### src/rtl/flip_scheduler.sv
// flip_scheduler: sequences one WalkSAT flip step (break-value fetch, selection, flip)
// around the heuristic selector, keeping flip/random-walk statistics and a flip budget.
module flip_scheduler #(
    parameter int NSAT                          = 3,
    parameter int NSAT_BITS                     = 2,
    parameter int MAX_CLAUSES_PER_VARIABLE_BITS = 5,
    parameter int VAR_BITS                      = 10,
    parameter int SEL_LATENCY                   = 1,
    parameter int MAX_FLIPS                     = 1000
) (
    input  logic                                          clk,
    input  logic                                          reset,
    input  logic                                          start_i,
    input  logic [NSAT*VAR_BITS-1:0]                      clause_vars_i,
    output logic                                          busy_o,
    output logic                                          bv_req_o,
    output logic [VAR_BITS-1:0]                           bv_var_o,
    input  logic                                          bv_ack_i,
    input  logic [MAX_CLAUSES_PER_VARIABLE_BITS-1:0]      bv_value_i,
    output logic [NSAT*MAX_CLAUSES_PER_VARIABLE_BITS-1:0] break_values_o,
    output logic                                          sel_valid_o,
    input  logic [NSAT_BITS-1:0]                          select_i,
    input  logic                                          random_sel_i,
    output logic                                          flip_req_o,
    output logic [VAR_BITS-1:0]                           flip_var_o,
    input  logic                                          flip_ack_i,
    output logic                                          done_o,
    output logic [31:0]                                   flip_count_o,
    output logic [31:0]                                   random_count_o,
    output logic                                          limit_o,
    output logic                                          sel_err_o
);
    localparam int BVB = MAX_CLAUSES_PER_VARIABLE_BITS;
    localparam int SCW = (SEL_LATENCY < 1) ? 1 : $clog2(SEL_LATENCY + 1);

    typedef enum logic [2:0] {
        S_IDLE,
        S_BV,
        S_SEL,
        S_FLIP,
        S_DONE
    } state_t;

    state_t                 state_q;
    logic [NSAT_BITS-1:0]   k_q;
    logic [SCW-1:0]         sel_cnt_q;
    logic [VAR_BITS-1:0]    vars_q [NSAT];
    logic                   bv_req_q;
    logic [VAR_BITS-1:0]    bv_var_q;
    logic [NSAT*BVB-1:0]    bv_vals_q;
    logic                   sel_valid_q;
    logic                   flip_req_q;
    logic [VAR_BITS-1:0]    flip_var_q;
    logic                   rnd_q;
    logic                   done_q;
    logic [31:0]            flip_count_q;
    logic [31:0]            random_count_q;
    logic                   sel_err_q;

    assign busy_o         = (state_q != S_IDLE);
    assign bv_req_o       = bv_req_q;
    assign bv_var_o       = bv_var_q;
    assign break_values_o = bv_vals_q;
    assign sel_valid_o    = sel_valid_q;
    assign flip_req_o     = flip_req_q;
    assign flip_var_o     = flip_var_q;
    assign done_o         = done_q;
    assign flip_count_o   = flip_count_q;
    assign random_count_o = random_count_q;
    assign sel_err_o      = sel_err_q;
    assign limit_o        = (flip_count_q == 32'(MAX_FLIPS));

    always_ff @(posedge clk) begin
        if (reset) begin
            state_q        <= S_IDLE;
            k_q            <= '0;
            sel_cnt_q      <= '0;
            for (int unsigned i = 0; i < NSAT; i++) vars_q[i] <= '0;
            bv_req_q       <= 1'b0;
            bv_var_q       <= '0;
            bv_vals_q      <= '0;
            sel_valid_q    <= 1'b0;
            flip_req_q     <= 1'b0;
            flip_var_q     <= '0;
            rnd_q          <= 1'b0;
            done_q         <= 1'b0;
            flip_count_q   <= '0;
            random_count_q <= '0;
            sel_err_q      <= 1'b0;
        end else begin
            sel_valid_q <= 1'b0;
            done_q      <= 1'b0;
            case (state_q)
                S_IDLE: begin
                    if (start_i && !limit_o) begin
                        for (int unsigned i = 0; i < NSAT; i++)
                            vars_q[i] <= clause_vars_i[i*VAR_BITS +: VAR_BITS];
                        k_q      <= '0;
                        bv_req_q <= 1'b1;
                        bv_var_q <= clause_vars_i[VAR_BITS-1:0];
                        state_q  <= S_BV;
                    end
                end
                // bv_req_q is high for the whole of S_BV, so an ack here is a transfer
                S_BV: begin
                    if (bv_ack_i) begin
                        bv_vals_q[k_q*BVB +: BVB] <= bv_value_i;
                        if (k_q == NSAT_BITS'(NSAT - 1)) begin
                            bv_req_q    <= 1'b0;
                            sel_valid_q <= 1'b1;
                            sel_cnt_q   <= '0;
                            state_q     <= S_SEL;
                        end else begin
                            k_q      <= k_q + NSAT_BITS'(1);
                            bv_var_q <= vars_q[k_q + NSAT_BITS'(1)];
                        end
                    end
                end
                S_SEL: begin
                    if (sel_cnt_q == SCW'(SEL_LATENCY)) begin
                        rnd_q      <= random_sel_i;
                        flip_req_q <= 1'b1;
                        state_q    <= S_FLIP;
                        if (int'(select_i) >= NSAT) begin
                            flip_var_q <= vars_q[0];
                            sel_err_q  <= 1'b1;
                        end else begin
                            flip_var_q <= vars_q[select_i];
                        end
                    end else begin
                        sel_cnt_q <= sel_cnt_q + SCW'(1);
                    end
                end
                S_FLIP: begin
                    if (flip_ack_i) begin
                        flip_req_q <= 1'b0;
                        done_q     <= 1'b1;
                        state_q    <= S_DONE;
                        if (flip_count_q != 32'(MAX_FLIPS))
                            flip_count_q <= flip_count_q + 32'd1;
                        if (rnd_q && (random_count_q != '1))
                            random_count_q <= random_count_q + 32'd1;
                    end
                end
                S_DONE:  state_q <= S_IDLE;
                default: state_q <= S_IDLE;
            endcase
        end
    end
endmodule

### config.mk
export PLATFORM = sky130hd
export DESIGN_NAME = flip_scheduler
export DESIGN_NICKNAME = d
export VERILOG_FILES = /design/src/rtl/flip_scheduler.sv
export SDC_FILE = /design/constraint.sdc
export NUM_CORES = 1
export LEC_CHECK = 0
export CAP_MARGIN = 5
export CORE_MARGIN = 3
export CORE_UTILIZATION = 45
export CTS_CLUSTER_DIAMETER = 50
export CTS_CLUSTER_SIZE = 20
export DETAILED_ROUTE_END_ITERATION = 6
export PLACE_DENSITY_LB_ADDON = 0.25
export SETUP_SLACK_MARGIN = 0.3
export SLEW_MARGIN = 20
export SYNTH_ARGS = -nofsm -noshare
export SYNTH_HDL_FRONTEND = slang
export SYNTH_SLANG_ARGS = --single-unit
### constraint.sdc
create_clock -name clk -period 2.95 [get_ports clk]
set_input_delay 0.295 -clock clk [delete_from_list [all_inputs] [get_ports clk]]
set_output_delay 0.295 -clock clk [all_outputs]
set_load 0.005 [all_outputs]
### After elaboration in Yosys (flattened, before gate mapping)

Memory sizes are Yosys's and may differ from the RTL's.
Cells that the tools add are included.

| word-level totals | value |
|---|---|
| bits in registers | 111 |
| RAM bits | 30 |
| input bits | 43 |
| word-level logic and storage cells | 99 |
| memories kept | 1 |

Memories:

| name | words | bits a word | read ports | clocked after memory_dff | write ports | line | RTL |
|---|---|---|---|---|---|---|---|
| vars_q | 3 | 10 | 3 | 0 | 3 | 47 | `logic [VAR_BITS-1:0] vars_q [NSAT];` |

| cells by class | value |
|---|---|
| add/sub/neg operators | 5 |
| multiply operators | 1 |
| $lt $le $gt $ge | 1 |
| eq/ne operators | 13 |
| shift-type cells | 2 |
| muxes and demuxes | 36 |
| bitwise logic cells | 6 |
| reduce and logical (&&, ||, !) cells | 20 |

Operator list:

| cell | count |
|---|---|
| 2-to-1 mux 10 bit | 7 |
| adder 32 x 1 -> 32 bit, second input constant | 2 |
| negation 5 -> 34 bit | 1 |
| variable shift 5 x 34 -> 15 bit, first input constant | 1 |
| variable part select 5 x 34 -> 15 bit | 1 |
| equality test 32 x 10 -> 1 bit, second input constant | 1 |
| inequality test 32 x 10 -> 1 bit, second input constant | 1 |
| inequality test 32 bit, second input constant | 1 |
| case mux 10 bit (2 select lines) | 1 |
| bitwise mux 15 bit | 1 |
| 2-to-1 mux 3 bit | 5 |
| AND reduction 3 bit | 5 |
| 2-to-1 mux 1 bit | 14 |
| inequality test 2 bit, second input constant | 6 |
| case mux 3 bit (4 select lines) | 1 |
| AND reduction 4 bit | 2 |
| equality test 3 x 2 -> 1 bit, second input constant | 2 |
| 2-to-1 mux 2 bit | 3 |
| case mux 1 bit (2 select lines) | 3 |
| nonzero test 2 bit | 3 |
| multiplier 2 x 3 -> 5 bit, second input constant | 1 |
| AND reduction 5 bit | 1 |
| case mux 2 bit (2 select lines) | 1 |
| AND reduction 2 bit | 2 |
| other kinds (13) | 18 |

### Longest topological paths before layout

Gate-level depths: netlist of run 1.

| logic depth | value |
|---|---|
| depth after elaboration | 8 |
| mapped depth | 11 |

### Least setup slack after synthesis of run 1

Ideal clock, no wire load.

| timing | value |
|---|---|
| kind | reg-to-reg |
| from | reg flip_count_q[24], in the netlist flip_count_o[24] |
| to | mem vars_q[0][0], enable pin |
| library setup time | 0.469 ns |
| arrival | 2.510 ns |
| required time | 2.481 ns |
| path slack | -0.028 ns |
| cell stages (with the launch flop) | 7 |
| clock period less this slack | 2.978 ns |
| path through | dfxtp_1 or4_1 or4_1 buf_2 o211ai_2 buf_2 nand2b_1 |

RTL lines:

| element | line | RTL |
|---|---|---|
| start, declared | 56 | `logic [31:0] flip_count_q;` |
| start signal, assigned | 140 | `flip_count_q <= flip_count_q + 32'd1;` |
| end, declared | 47 |  |

### Worst setup path after layout of run 1

| timing | value |
|---|---|
| from | reg flip_count_q[28], in the netlist flip_count_o[28] |
| to | out limit_o |

| on the way | value |
|---|---|
| cells in the longest elaborated chain, start to end | 1 |

Ends and longest elaborated chain:

| element | line | RTL |
|---|---|---|
| equality test 32 x 10 -> 1 bit | 71 | `assign limit_o = (flip_count_q == 32'(MAX_FLIPS));` |
| end, declared | 30 | `output logic limit_o,` |

No other way between the ends.

==> results of run 1 <==
[per-stage QoR]
step / worst slack [ns] / cells / hold WS [ns] / util [%]
6_report: 0.379 / 1066 / 0.337 / 63.4
5_1_grt: 0.300 / 1066 / 0.362 / 63.4
4_1_cts: 0.315 / 1065 / 0.331 / 63.2
3_5_place_dp: 0.394 / 1033 / 0.447 / 58.7
3_3_place_gp: 0.457 / 1033 / 0.446 / 58.7
2_1_floorplan: 0.408 / 735 / 0.442 / -
[layer usage]
metal | track usage [%] | up-vias | routed length (um)
met3 | 5.18 | 23 | 968
met4 | 7.51 | 0 | 276
met5 | 0 | - | 0
li1 | - | 2969 | -
met2 | 37.7 | 201 | 8960
met1 | 26.6 | 2953 | 7420
[state kept, by name, indices dropped and copies added (netlist names)]
| name | cells |
|---|---|
| bv_var_o | 10 |
| vars_q | 30 |
| sel_err_o | 1 |
| k_q | 2 |
| random_count_o | 32 |
| flip_count_o | 32 |
| sel_cnt_q | 1 |
| sel_valid_o | 1 |
| break_values_o | 15 |
| flip_var_o | 10 |
| flip_req_o | 1 |
| rnd_q | 1 |
| done_o | 1 |
| state_q | 3 |
| bv_req_o | 1 |
[cell usage after synthesis, types with 9 or more instances]
cell      instances
dfxtp_1         111
a21oi_1          65
nand2_1          64
nor2_1           55
nand3_1          46
clkbuf_1         34
and2_1           32
o21ai_0          31
edfxtp_1         30
mux2i_1          25
or4_1            22
or3_1            21
nand4_1          18
o31ai_1          16
xnor2_1          14
inv_1            13
nor4_1           13
a21o_1           11
nor3_1           10
a22oi_1           9
a311oi_1          9
nor2b_1           9
[power by group]
part           leakage (uW)  total, uW  switching [uW]  internal, uW
registers           0.00122       2070            36.4          2030
logic               0.00148        360             189           171
clock network      0.000303       2280             852          1430
[logic make-up after synthesis]
kind of cell,synth area share (%)
compound gates,14.4
xor+xnor,2.77
fa+ha+maj,1.51
buf+inv,3.66
flops,47.0
mux,4.79
simple gates,25.9
[how the worst min path moves through the flow]
stage,from,to,depth (start not counted)
final,reset,sel_err_o,2
after global routing,reset,state_q[2],2
after CTS,reset,state_q[2],2
after detailed placement,break_values_o[8],break_values_o[8],2
after global placement,break_values_o[0],break_values_o[0],2
after floorplan,random_sel_i,rnd_q,2
[layout by cell type, fill, tap and decap left out, types with 2 or more instances in the layout]
cell type,Yosys,layout
nor2_1,55,54
o31ai_1,16,16
nand2_1,64,64
xnor2_1,14,14
buf_4,2,17
a22oi_1,9,9
bufinv_16,0,4
xor2_1,7,7
nor4b_1,3,2
nor4_1,13,13
o21ai_0,31,31
dfxtp_1,111,110
or3_1,21,21
nor3b_1,3,2
nand4b_1,2,2
nand3_1,46,46
clkdlybuf4s50_1,0,146
or4_1,22,21
and4_1,6,6
o211ai_1,2,2
mux2_2,2,2
a21o_1,11,11
edfxtp_1,30,30
a21oi_1,65,65
clkinvlp_4,0,2
nand4_1,18,18
a2111oi_0,3,3
and2_1,32,32
nor3_1,10,10
and3_1,8,8
mux2_1,4,4
nor2b_1,9,9
a311oi_1,9,9
inv_1,13,13
inv_6,0,5
clkinv_4,0,3
a31oi_1,2,2
clkbuf_16,0,17
ha_1,8,8
mux2i_1,25,25
[final cells by class]
cell class                 count  area, um2
inverter                      13       48.8
timing repair buffer         166       1630
clock buffer                  18        429
fill                        1179       5180
sequential                   141       3120
tap                          180        225
clock inverter                14        205
multi-input combinational    534       3310
[what timing repair did]
action,in CTS,in global routing
setup endpoints to repair,1,12
buffers inserted,0,1
resized for setup,3,3
pin swaps,1,1
==> out/qor.yml, run 1 <==
run_status:
  status: "completed"
setup_path:
  slowest_stage: "or4_1"
  path_buf_inv: 1
  arrival_ns: 2.28
  cp.required_ns: 2.65
  cp_cell_sequence: "or4_1 > or4_1 > nor2_2 > dlygate4sd2_1"
  worst_setup_path_end_kind: "primary output"
  crit_path_frequent_cell: "or4_1"
  critPathLaunch: "flip_count_o[28]"
  rrSetupSlack_ns: 0.41
  cpPeakStageDelay_ns: 0.57
  path_class: "reg -> out"
  start_kind: "register"
  path_delay_family: "simple AND/OR/NAND/NOR gates"
  critPathCapture: "limit_o"
  r2r_start: "flip_count_o[28]"
  critical_path_depth: 4
  r2r_end: "vars_q[2][5]"
  crit_fanout: 6
  rr_worst_depth: 5
clocking:
  ctsHoldBuffers: 0
  htree_levels: 4
  cts_tree: "done"
  cts_buffers: 17
  clk_latency_ns: 0.42
  root_buffer: "clkbuf_16"
  clockBufferDepth: 2
  cts_num_sinks: 141
  cts.clk_slew.worst_paths_ns: 0.06
power:
  peakVddDrop_mv: 0.426
  powerDensity_mw_per_mm2: 525
  p_leak_uw: 0.00300
  finalPower_uw: 4710
sta:
  fin_skew_ns: 0.00997
  fin_crit_ns: 2.57
  setup_violations: 0
  grt_setup_unrepaired: "false"
  drv_slew: 0
  worstMarginPinSlew_ns: 0.962
  hold_viol: 0
  max_freq_ghz: 0.389
  slew_headroom_pct: 35.9
  min_period_over_period_pct: 87.2
  setup-tns-final_ns: 0
min_path:
  hp-class: "in -> reg"
detailed_routing:
  ant_nets: 0
  first_iter_violations: 380
  num_vias: 6146
  routed_wl_um: 17600
  drt_first_pass_iters: 7
  via_per_inst: 5.77
  drc: 0
  drt-wirelength-per-cell_um: 16.5
die:
  start_util_pct: 46.9
  coreArea_mm2: 0.0141
  die_h_um: 127
  io-pin-count: 149
  fp-row-count: 43
  die_area_mm2: 0.0162
  die_width_um: 127
yosys:
  syn_nets: 786
  ys_types: 49
  synth_top_area_share_pct: 33.5
  async_flop_share_pct: 0
  seq_area_frac_synth_pct: 47.0
  synth_top_area_cell: "dfxtp_1"
  syn_area_mm2: 0.00664
  synth_edf_count: 30
  synth-seq-cells: 141
  ys.flop_type: "dfxtp_1"
  synth_cells: 735
  avgSynthCellArea_um2: 9.03
  yosys-top-cells-area: "dfxtp_1, edfxtp_1, a21oi_1"
  yosysWarnings: 0
global_routing:
  grt.total_usage_pct: 21.8
  grt_remaining_overflow: 0
  grt_max_degree: 53
  first_global_vias: 5961
  antenna_found_initial: 0
  grt_first_pass_wirelength_um: 28800
layout:
  area_delta_synth_final_pct: 35.1
  drive_gt1_share_pct: 7.22
  nets: 924
  stdcell_area_mm2: 0.00897
  num_antenna_cells: 0
placement:
  place_congestion: 0.857
  postPlaceCellArea_mm2: 0.00831
  port_buffers: 148
  hpwl_um: 12200
flow_run:
  maxCapViolations: 0
(Power assumes the default switching activity.)
==> run 2: changes to the inputs <==
- clock period: 2.95 -> 2.8 ns (I/O delays scaled with it)
==> run 2 against run 1 <==
Against the previous run: sequential power rose by 5%; first-iteration DRC count shrank 7.9%; core utilization is 1.1 points higher; die area unchanged; power grew 2.8%; combinational power grew 8.9%; via count rose by 0.52%; worst hold slack worse by 0.020 ns; non-clock buffer count is 14 higher; cell area up 1.8%; worst setup slack worse by 0.12 ns.
==> out/qor.yml, run 2 (synthesis results as in run 1) <==
sta:
  hold_viol: 0
  worstMarginPinSlew_ns: 0.751
  max_freq_ghz: 0.394
  fin_crit_ns: 2.54
  grt_setup_unrepaired: "true"
  drv_slew: 0
  slew_headroom_pct: 49.5
  fin_skew_ns: 0.00778
  setup-tns-final_ns: 0
  setup_violations: 0
  min_period_over_period_pct: 90.7
flow_run:
  maxCapViolations: 0
detailed_routing:
  drt-wirelength-per-cell_um: 16.3
  ant_nets: 0
  first_iter_violations: 350
  drt_first_pass_iters: 4
  routed_wl_um: 17600
  via_per_inst: 5.72
  drc: 0
  num_vias: 6178
global_routing:
  grt.total_usage_pct: 21.5
  use_met1_pct: 26.7
  grt_remaining_overflow: 0
  grt_max_degree: 46
  antenna_found_initial: 0
  grtUsageMet3_pct: 5.06
  grt_first_pass_wirelength_um: 28600
  grtUsageMet2_pct: 36.8
  top_usage_layer: "met2"
  first_global_vias: 5848
power:
  peakVddDrop_mv: 0.424
  p_leak_uw: 0.00309
  finalPower_uw: 4840
  powerDensity_mw_per_mm2: 531
clocking:
  cts.clk_slew.worst_paths_ns: 0.06
  clockBufferDepth: 2
  cts_num_sinks: 141
  cts_buffers: 17
  root_buffer: "clkbuf_16"
  ctsHoldBuffers: 0
  htree_levels: 4
  cts_tree: "done"
  clk_latency_ns: 0.41
die:
  die_width_um: 127
  die_area_mm2: 0.0162
  fp-row-count: 43
  die_h_um: 127
  io-pin-count: 149
  start_util_pct: 46.9
  coreArea_mm2: 0.0141
setup_path:
  path_delay_family: "simple AND/OR/NAND/NOR gates"
  path_class: "reg -> reg"
  worst_setup_path_end_kind: "register"
  path_buf_inv: 3
  crit_fanout: 7
  cp_cell_sequence: "or4_1 > or4_4 > buf_6 > buf_6 > o211ai_4 > buf_6 > xor2_2 > nor2_1"
  start_kind: "register"
  cp.required_ns: 3.08
  slowest_stage: "or4_4"
  arrival_ns: 2.82
  crit_path_frequent_cell: "buf_6"
  cpPeakStageDelay_ns: 0.56
layout:
  stdcell_area_mm2: 0.00913
  nets: 939
  area_delta_synth_final_pct: 37.5
  layout_common_cells: "clkdlybuf4s50_1, dfxtp_1, nand2_1"
  num_antenna_cells: 0
  drive_gt1_share_pct: 9.32
  final_common_cell: "clkdlybuf4s50_1"
placement:
  place_congestion: 0.880
  postPlaceCellArea_mm2: 0.00836
  hpwl_um: 12300
  port_buffers: 148
min_path:
  hp-class: "in -> reg"
run_status:
  status: "completed"
run 2: cell type report:
type / instances / area, um2
clock inverter: 10 / 145
clock buffer: 22 / 444
timing repair buffer: 180 / 1730
sequential: 141 / 3130
multi-input combinational: 535 / 3400
fill: 1181 / 5020
inverter: 13 / 48.8
tap: 180 / 225
run 2: report_power, final:
| group | total [uW] | internal, uW | switching [uW] |
|---|---|---|---|
| combinational | 392 | 189 | 203 |
| clock | 2270 | 1480 | 798 |
| sequential | 2180 | 2140 | 37.1 |
| total | 4840 | 3810 | 1040 |
run 2: path summary, 6_finish.rpt:
check / start / end / slack, ns / cells past startpoint
max: flip_count_o[28] / flip_count_o[3] / 0.26 / 8
min: reset / sel_err_o / 0.32 / 2
max reg2reg: flip_count_o[28] / flip_count_o[3] / 0.26 / 8
min reg2reg: break_values_o[3] / break_values_o[3] / 0.45 / 2
run 2: what timing repair did:
item	4_1_cts	5_1_grt
setup buffers	1	5
gates cloned	0	1
pin swaps	1	11
endpoints found under the setup margin	1	68
hold endpoints to repair	0	0
gates resized for setup	4	29
run 2: layer usage:
metal	part of all wire [%]	vias up	wire length [um]
met5	0	-	0
met4	1.7	0	301
met3	5.2	26	906
met2	51	174	8970
met1	42	2970	7410
li1	-	3008	-
run 2: through the flow:
stage	setup WS [ns]	cells	util (%)	hold WS [ns]
6_report	0.260	1081	64.5	0.318
3_5_place_dp	0.325	1042	59.1	0.448
3_3_place_gp	0.333	1042	59.1	0.446
2_1_floorplan	0.344	735	-	0.427
4_1_cts	0.242	1075	63.4	0.305
5_1_grt	0.193	1081	64.5	0.326
==> run 3: changes to the inputs <==
- CTS_BUF_LIST: not set -> sky130_fd_sc_hd__clkbuf_4 sky130_fd_sc_hd__clkbuf_8
- SLEW_MARGIN: 20 -> 10
==> run 3 against run 2 <==
Against the previous run: combinational power is essentially flat; maximum frequency is 0.20% higher; via count hardly changed; register-to-register slack about the same; worst hold slack got worse by 0.028 ns; cell area down 1.9%; sequential share of layout area grew 0.70 points; largest power group is now registers; routed wire length is essentially flat; clock skew increased by 0.0010 ns.
==> out/qor.yml, run 3 (synthesis results as in run 1) <==
run_status:
  status: "completed"
clocking:
  cts_tree: "done"
  clk_latency_ns: 0.43
  cts.clk_slew.worst_paths_ns: 0.07
  htree_levels: 4
  cts_num_sinks: 141
  ctsHoldBuffers: 0
  root_buffer: "clkbuf_8"
  cts_buffers: 17
  clockBufferDepth: 2
layout:
  stdcell_area_mm2: 0.00895
  fin_util_pct: 63.3
  layout_common_cells: "clkdlybuf4s50_1, dfxtp_1, nand2_1"
  final_common_cell: "clkdlybuf4s50_1"
  num_antenna_cells: 0
  drive_gt1_share_pct: 9.87
  area_delta_synth_final_pct: 34.8
  nets: 940
setup_path:
  cp_cell_sequence: "or4_1 > or4_4 > buf_6 > buf_6 > o211ai_4 > nor3_1 > mux2_1"
  critPathCapture: "flip_count_o[9]"
  crit_fanout: 7
  cp.required_ns: 3.11
  cpPeakStageDelay_ns: 0.56
  rrSetupSlack_ns: 0.26
  critical_path_depth: 7
  slowest_stage: "or4_4"
  start_kind: "register"
  rr_worst_depth: 7
  path_class: "reg -> reg"
  worst_setup_path_end_kind: "register"
  critPathLaunch: "flip_count_o[28]"
  r2r_end: "flip_count_o[9]"
  path_buf_inv: 2
  arrival_ns: 2.85
  path_delay_family: "simple AND/OR/NAND/NOR gates"
  crit_path_frequent_cell: "buf_6"
  r2r_start: "flip_count_o[28]"
power:
  p_leak_uw: 0.00303
  peakVddDrop_mv: 0.294
  p_switching_uw: 965
  p_seq_share_pct: 50.6
  powerDensity_mw_per_mm2: 480
  internal-power_uw: 3330
  clkPwrFrac_pct: 40.3
  p_sw_share_pct: 22.4
  pwr-share-comb_pct: 9.1
sta:
  setup_slack_ns: 0.265
  grt_setup_unrepaired: "true"
  worstMarginPinSlew_ns: 0.734
  hold_viol: 0
  fin_crit_ns: 2.54
  min_period_over_period_pct: 90.5
  max_freq_ghz: 0.394
  setup_violations: 0
  drv_slew: 0
  fin_skew_ns: 0.00879
  setup-tns-final_ns: 0
  slew_headroom_pct: 50.6
detailed_routing:
  met3_length_um: 902
  met1_length_um: 7420
  routed_wl_um: 17600
  dr_wl_met2_um: 8940
  drt-wirelength-per-cell_um: 16.2
  drc: 0
  num_vias: 6172
  first_iter_violations: 299
  top_layer_used: "met4"
  via_per_inst: 5.70
  ant_nets: 0
  drt_first_pass_iters: 4
placement:
  port_buffers: 148
  hpwl_um: 12300
  postPlaceCellArea_mm2: 0.00836
  place_congestion: 0.880
  pre_cts_ws_ns: 0.325
die:
  coreArea_mm2: 0.0141
  start_util_pct: 46.9
  die_h_um: 127
  die_area_mm2: 0.0162
  fp-row-count: 43
  die_width_um: 127
  io-pin-count: 149
global_routing:
  grt_first_pass_wirelength_um: 28800
  first_global_vias: 5910
  grt_remaining_overflow: 0
  antenna_found_initial: 0
  grt_max_degree: 46
  grt.total_usage_pct: 21.6
min_path:
  hp-class: "in -> reg"
  hold_depth: 2
flow_run:
  maxCapViolations: 0
[run 3: changes by cell type in the layout (fill, tap and decap cells not counted), moves of 2 or more]
| cell | delta |
|---|---|
| clkbuf_8 | +17 |
| nor3_1 | +2 |
| clkbuf_1 | -5 |
| dfxtp_2 | +2 |
| clkbuf_16 | -17 |
| nor3_2 | -2 |
| clkbuf_4 | +5 |
| dfxtp_1 | -2 |
[run 3: routing by layer]
layer,vias to the layer above,GRT usage (%)
met5,-,0
met4,0,7.32
met3,28,4.81
met2,171,37.8
met1,2983,26.3
li1,2990,-
[run 3: power groups by stage]
stage	clock network [uW]	logic, uW	registers, uW
2_1_floorplan	0	208	2210
3_3_place_gp	0	373	2220
3_5_place_dp	0	382	2220
4_1_cts	1770	384	2180
5_1_grt	1850	429	2180
6_report	1730	390	2180
[run 3: worst min-delay path by stage]
stage / endpoint / slack, ns / start
after floorplan: rnd_q / 0.43 / random_sel_i
after detailed placement: break_values_o[3] / 0.45 / break_values_o[3]
final: sel_err_o / 0.29 / reset
after global routing: sel_err_o / 0.29 / reset
after CTS: sel_err_o / 0.28 / reset
after global placement: break_values_o[4] / 0.45 / break_values_o[4]
[run 3: stage by stage]
step	total power, uW	std cells	hold WS, ns
after floorplan	2420	735	0.427
after detailed placement	2600	1042	0.448
after CTS	4330	1077	0.275
after global placement	2590	1042	0.446
after global routing	4460	1082	0.294
final	4300	1082	0.290
[run 3: what timing repair did]
item	CTS	global route
cloned	0	1
resized for setup	6	26
buffers inserted	3	4
pin swaps	2	11
hold endpoints to repair	0	0
setup endpoints to repair	1	66
[run 3: final cells by class]
type / instances / area (um2)
Sequential cell: 141 / 3130
Multi-Input combinational cell: 535 / 3390
Tap cell: 180 / 225
Clock inverter: 10 / 145
Inverter: 13 / 48.8
Timing Repair Buffer: 181 / 1740
Fill cell: 1193 / 5200
Clock buffer: 22 / 272
